File: src/rtl/elastic_buf.sv
// elastic_buf -- DEPTH-entry valid/ready elastic buffer.
//
// Decouples two pipeline stages: in_ready is a registered function of the
// buffer's own occupancy, so there is no combinational path from out_ready
// back to in_ready. Bursts of downstream back-pressure are absorbed in a
// circular array of DEPTH entries without dropping or duplicating beats.
//
// Parameters:
//   WIDTH          payload width in bits (>=1)
//   DEPTH          number of storage entries (>=2, any value, not only 2^n)
//   MAYBE_UNKNOWN  1 = payload may carry X; disables the X-check assertion
//
// Ports:
//   clk        clock, all state updates on posedge
//   rst_n      asynchronous active-low reset
//   in_valid   upstream beat present
//   in_ready   buffer can accept a beat (registered, == !full)
//   in_data    upstream payload
//   out_valid  head entry (or bypass beat) present
//   out_ready  downstream accepts the head
//   out_data   head payload, don't-care when !out_valid
//   count      occupancy 0..DEPTH
//   full       count == DEPTH
//   empty      count == 0
//
// Optional feature macro: ELASTIC_BUF_BYPASS_EN
//   When defined, a beat arriving while the buffer is empty is presented on
//   the output in the same cycle; if it is taken immediately it never touches
//   the array. When undefined there is no in->out combinational path.

module elastic_buf #(
  parameter int WIDTH         = 32,
  parameter int DEPTH         = 2,
  parameter int MAYBE_UNKNOWN = 0,
  localparam int CW           = $clog2(DEPTH + 1),
  localparam int PW           = $clog2(DEPTH)
) (
  input  logic             clk,
  input  logic             rst_n,
  input  logic             in_valid,
  output logic             in_ready,
  input  logic [WIDTH-1:0] in_data,
  output logic             out_valid,
  input  logic             out_ready,
  output logic [WIDTH-1:0] out_data,
  output logic [CW-1:0]    count,
  output logic             full,
  output logic             empty
);

  logic [WIDTH-1:0] mem [DEPTH];
  logic [PW-1:0]    wr_ptr;
  logic [PW-1:0]    rd_ptr;
  logic [CW-1:0]    count_nxt;
  logic             push;
  logic             pop;
  logic             pass;

  // Explicit wrap so non-power-of-two depths work.
  function automatic logic [PW-1:0] ptr_inc(input logic [PW-1:0] p);
    ptr_inc = (p == PW'(DEPTH - 1)) ? '0 : p + 1'b1;
  endfunction

`ifdef ELASTIC_BUF_BYPASS_EN
  // An empty buffer forwards the incoming beat directly; if it is popped in
  // the same cycle it bypasses the array and occupancy stays at zero.
  assign out_valid = !empty || in_valid;
  assign out_data  = empty ? in_data : mem[rd_ptr];
  assign pass      = empty && in_valid && out_ready;
`else
  assign out_valid = !empty;
  assign out_data  = mem[rd_ptr];
  assign pass      = 1'b0;
`endif

  assign push = in_valid && in_ready;
  assign pop  = out_valid && out_ready;

  // Simultaneous push and pop leaves occupancy unchanged (this also covers
  // a bypassed beat).
  always_comb begin
    count_nxt = count;
    if (push && !pop)      count_nxt = count + 1'b1;
    else if (pop && !push) count_nxt = count - 1'b1;
  end

  // Control state: pointers, occupancy and registered status flags.
  always_ff @(posedge clk or negedge rst_n) begin
    if (!rst_n) begin
      wr_ptr   <= '0;
      rd_ptr   <= '0;
      count    <= '0;
      empty    <= 1'b1;
      full     <= 1'b0;
      in_ready <= 1'b1;
    end else begin
      if (push && !pass) wr_ptr <= ptr_inc(wr_ptr);
      if (pop && !pass)  rd_ptr <= ptr_inc(rd_ptr);
      count    <= count_nxt;
      empty    <= (count_nxt == '0);
      full     <= (count_nxt == CW'(DEPTH));
      in_ready <= (count_nxt != CW'(DEPTH));
    end
  end

  // Payload storage; contents are deliberately not reset.
  always_ff @(posedge clk) begin
    if (push && !pass) mem[wr_ptr] <= in_data;
  end

`ifndef SYNTHESIS
  int ptr_dist;

  always_comb begin
    ptr_dist = (int'(wr_ptr) - int'(rd_ptr) + DEPTH) % DEPTH;
  end

  a_no_push_full: assert property (@(posedge clk) disable iff (!rst_n)
    !(push && full));

`ifdef ELASTIC_BUF_BYPASS_EN
  a_no_pop_empty: assert property (@(posedge clk) disable iff (!rst_n)
    !(pop && empty && !in_valid));
`else
  a_no_pop_empty: assert property (@(posedge clk) disable iff (!rst_n)
    !(pop && empty));
`endif

  a_count_dist: assert property (@(posedge clk) disable iff (!rst_n)
    (count == CW'(DEPTH)) ? (wr_ptr == rd_ptr) : (int'(count) == ptr_dist));

  generate
    if (MAYBE_UNKNOWN == 0) begin : g_xchk
      a_data_known: assert property (@(posedge clk) disable iff (!rst_n)
        out_valid |-> !$isunknown(out_data));
    end
  endgenerate
`endif

endmodule

File: config.mk
export PLATFORM = sky130hd
export DESIGN_NAME = elastic_buf
export DESIGN_NICKNAME = d
export VERILOG_FILES = /design/src/rtl/elastic_buf.sv
export SDC_FILE = /design/constraint.sdc
export NUM_CORES = 1
export LEC_CHECK = 0
export ABC_AREA = 1
export CAP_MARGIN = 20
export CELL_PAD_IN_SITES_DETAIL_PLACEMENT = 0
export CELL_PAD_IN_SITES_GLOBAL_PLACEMENT = 2
export CORE_ASPECT_RATIO = 1.1
export CORE_MARGIN = 2
export CORE_UTILIZATION = 33
export DETAILED_ROUTE_END_ITERATION = 10
export MAX_ROUTING_LAYER = met4
export PLACE_DENSITY = 0.92
export SYNTH_ARGS = -nofsm -noshare
export SYNTH_HDL_FRONTEND = slang
export SYNTH_SLANG_ARGS = --single-unit
export TNS_END_PERCENT = 100
File: constraint.sdc
create_clock -name clk -period 7 [get_ports clk]
set_input_delay 1.05 -clock clk [delete_from_list [all_inputs] [get_ports clk]]
set_output_delay 1.05 -clock clk [all_outputs]
set_load 0.02 [all_outputs]
**After elaboration in Yosys (flattened, before gate mapping)**

Memory sizes are Yosys's and may differ from the RTL's.
Index checks and enable logic that the tools add are counted.

- Add/sub/neg operators: 4
- Equality and inequality tests: 2
- Muxes and demuxes: 6
- Reductions and logical operators: 8

Operator list:

| kind | number |
|---|---|
| $logic_and A1 B1 Y1 | 4 |
| $mux W1 | 4 |
| $mux W2 | 2 |
| $logic_not A1 Y1 | 3 |
| $add A1 B1 Y1 const B | 2 |
| $add A2 B1 Y2 const B | 1 |
| $eq A2 B2 Y1 const B | 1 |
| $logic_not A2 Y1 | 1 |
| $ne A2 B2 Y1 const B | 1 |
| $sub A2 B1 Y2 const B | 1 |

- Bits in registers: 7
- Memory bits (writable): 64
- Output and inout bits: 38
- Word-level logic and storage cells: 27
- Memories: 1

Memory list:

| name | depth | width | rd ports | clocked after Yosys merged registers in | wr ports | RTL line | RTL |
|---|---|---|---|---|---|---|---|
| mem | 2 | 32 | 1 | 0 | 1 | 51 | `logic [WIDTH-1:0] mem [DEPTH];` |

**Longest topological paths before layout**

- Depth in word-level cells: 6
- Mapped depth: 8
- Mapped depth without buffers: 8

**Least setup slack after synthesis**

Ideal clock, no wire load.

- Kind: input to register
- From: input in_valid
- To: memory mem[0][0], enable pin
- Library setup time: 421 ps
- Arrival: 2499 ps
- Data required time: 6579 ps
- Setup slack: 4080 ps
- Cell stages on the path: 2
- Buffers on the path: 0
- Cells stage by stage: nand2_2 nor2_1

- Cells in the longest elaborated chain, start to end: 3

Ends and longest elaborated chain:

| what | RTL line | RTL |
|---|---|---|
| start: declaration | 40 | `input logic in_valid,` |
| $logic_and A1 B1 Y1 | 76 | `assign push = in_valid && in_ready;` |
| $mux W1 | 108 | `if (push && !pass) mem[wr_ptr] <= in_data;` |
| $mux W1 (implied by the code) | 108 |  |
| end: declaration | 51 |  |

Every way passes these cells.

**Worst setup path after layout**

- From: register rd_ptr
- To: output out_data[25]

- Cells in the longest elaborated chain, start to end: 1

Ends and longest elaborated chain:

| what | RTL line | RTL |
|---|---|---|
| start: declaration | 53 | `logic [PW-1:0] rd_ptr;` |
| start signal: assignment | 98 | `if (pop && !pass) rd_ptr <= ptr_inc(rd_ptr);` |
| $mem_v2 Z2 W32 | n/a |  |
| end: declaration | 45 | `output logic [WIDTH-1:0] out_data,` |

Every way passes these cells.

==> flow_summary.json <==
{
  "ys_ff_latch": 71,
  "critPathRequiredTime_ns": 5.95,
  "period_needed_ns": 3.37,
  "cts_root_buffer": "clkbuf_8",
  "wl_per_cell_um": 12.3,
  "drt_pass1_iterations": 4,
  "power.total_uw": 1600,
  "crit_arrival_ns": 2.32,
  "antenna_left": 0,
  "powerDensity_mw_per_mm2": 427,
  "clock_skew_ns": 0.00789,
  "slew_violations": 0,
  "critPathMaxFanout": 33,
  "postCtsSetupBuffers": 0,
  "dp_slack_ns": 3.44,
  "holdCritPathClass": "reg2reg",
  "syn_area_mm2": 0.00269,
  "start_util": 0.340,
  "synth_edf_count": 64,
  "ioPinCount": 74,
  "clk_pin_slew_ns": 0.06,
  "syn_area_per_cell_um2": 12.6,
  "routed_wl_um": 4980,
  "end_kind": "output pin",
  "synth_top_cells_by_area": "edfxtp_1 (71%), nand2_1 (16%), dfrtp_1 (4.7%), dfstp_2 (2.0%), buf_2 (1.3%)",
  "p_leak_uw": 0.00148,
  "synth_cell_types": 13,
  "num_rows": 34,
  "grt_pass1_vias": 1794,
  "async_flop_share": 0.0986,
  "ctsHtreeMaxLevel": 3,
  "first_iter_violations": 78,
  "whs_ns": 0.657,
  "tritoncts": "yes",
  "grt_pass1_wl_um": 8550,
  "die_x_um": 90.1,
  "die_h_um": 98.7,
  "max-slew-margin-rel": 0.348,
  "n_antenna_cell": 0,
  "die-area_mm2": 0.00889,
  "antenna_found_initial": 0,
  "setup_slack_ns": 3.63,
  "layout.nets": 328,
  "track_usage": 0.129,
  "final_area_mm2": 0.00374,
  "cts_buffer_depth": 2,
  "clkSinkCount": 71,
  "cp-start-kind": "register",
  "drive_above_1_share": 0.0943,
  "clk_latency_ns": 0.34,
  "hold_violations": 0,
  "portBuffers": 73,
  "postCtsHoldBufs": 0,
  "max_freq_mhz": 297,
  "synth_fp_nets": 250,
  "overflow": 0,
  "cts_repair_resize_count": 0,
  "yosysTopAreaCell": "edfxtp_1",
  "vdd_ir_drop_max_mv": 0.177,
  "finalSetupTns_ns": 0,
  "drc_errors": 0,
  "syn_inst": 214,
  "routabilityCongestion": 0.687,
  "synth_flop_cell": "edfxtp_1",
  "dpl_cell_area_mm2": 0.00354,
  "grt_setup_unrepaired": "false",
  "cts_buffers": 9,
  "crit_type": "reg2out",
  "status": "complete, no violations",
  "maxCapViolations": 0,
  "synth_top_cell_area_share": 0.714,
  "ys_warn_count": 0,
  "tightest_slew_ns": 0.976,
  "synth_common_cells": "nand2_1 (112), edfxtp_1 (64), buf_2 (7)",
  "area_delta_synth_final_pct": 39.2,
  "setup_viol": 0,
  "layout_worst_path_cycle_share": 0.481,
  "via_per_inst": 4.14,
  "dp.final_hpwl_um": 3230,
  "grt_max_degree": 34,
  "via_count": 1675,
  "core-area_mm2": 0.00791,
  "yosysMostFrequentCell": "nand2_1",
  "ys_seq_area_frac": 0.780
}
==> per-layer routing <==
metal | vias to the layer above | track usage | wire length (µm)
met1 | 760 | 0.144 | 2100
met4 | 0 | 0.0639 | 98
li1 | 860 | - | -
met2 | 46 | 0.214 | 2570
met3 | 9 | 0.0344 | 211
met5 | - | - | 0
==> report_power, final <==
part           leakage (µW)  switching, µW  total (µW)  internal (µW)
logic              0.000712            389         675            285
clock network     0.0000945            137         299            162
registers          0.000675           45.6         623            578
total               0.00148            572        1600           1030
==> layout make-up <==
class / count / area [µm²]
clock inverters: 5 / 48.8
multi-input cells: 128 / 541
well taps: 108 / 135
repair buffers: 74 / 758
fillers: 746 / 4170
inverters: 8 / 30.0
flip-flops and latches: 71 / 2100
clock buffers: 11 / 131
==> registers in the layout, indices dropped and copies added, names as in the netlist <==
name	cells
count	2
mem	64
rd_ptr	1
in_ready	1
wr_ptr	1
empty	1
full	1
==> cell usage in the layout (no fill, tap or decap) <==
cell type	Yosys	routed
buf_16	0	1
bufinv_16	0	1
clkbuf_1	0	2
clkbuf_8	0	9
clkdlybuf4s50_1	0	73
clkinv_1	0	1
clkinv_2	0	3
dfrtp_1	5	5
dfstp_2	2	2
edfxtp_1	64	64
inv_1	4	4
inv_2	4	4
nand2_1	112	112
nand2_2	3	3
nand2_4	2	2
nand3_1	4	4
nor2_1	4	2
nor2_4	1	3
xor2_1	2	2
==> path summary, 6_finish.rpt <==
kind / from / end / slack [ns] / depth (start not counted)
min in group asynchronous: rst_n / full / 0.97 / 1
hold reg to reg: in_ready / wr_ptr / 0.66 / 2
hold / removal: in_ready / wr_ptr / 0.66 / 2
setup reg to reg: in_ready / mem[0][23] / 5.19 / 2
setup / recovery: rd_ptr / out_data[25] / 3.63 / 4
max in group asynchronous: rst_n / empty / 5.75 / 1
==> critical path, cell delays in order, from the launching register on <==
cell	delay, ns
dfrtp_1	0.59
inv_2	0.55
nand2_1	0.12
nand2_1	0.10
clkdlybuf4s50_1	0.61
==> stage by stage <==
step / utilization / instances
finish: 0.473 / 405
global route: 0.473 / 405
CTS: 0.470 / 404
detailed placement: 0.447 / 388
global placement: 0.447 / 388
floorplan: - / 214
==> cells by family after synthesis <==
kind of cell | after synthesis | synth area share
and+or+nand+nor | 126 | 0.189
DFF | 71 | 0.780
buffers and inverters | 15 | 0.0242
xor gates and xnor gates | 2 | 0.00651
No activity file was read; power rests on OpenSTA's default activity.
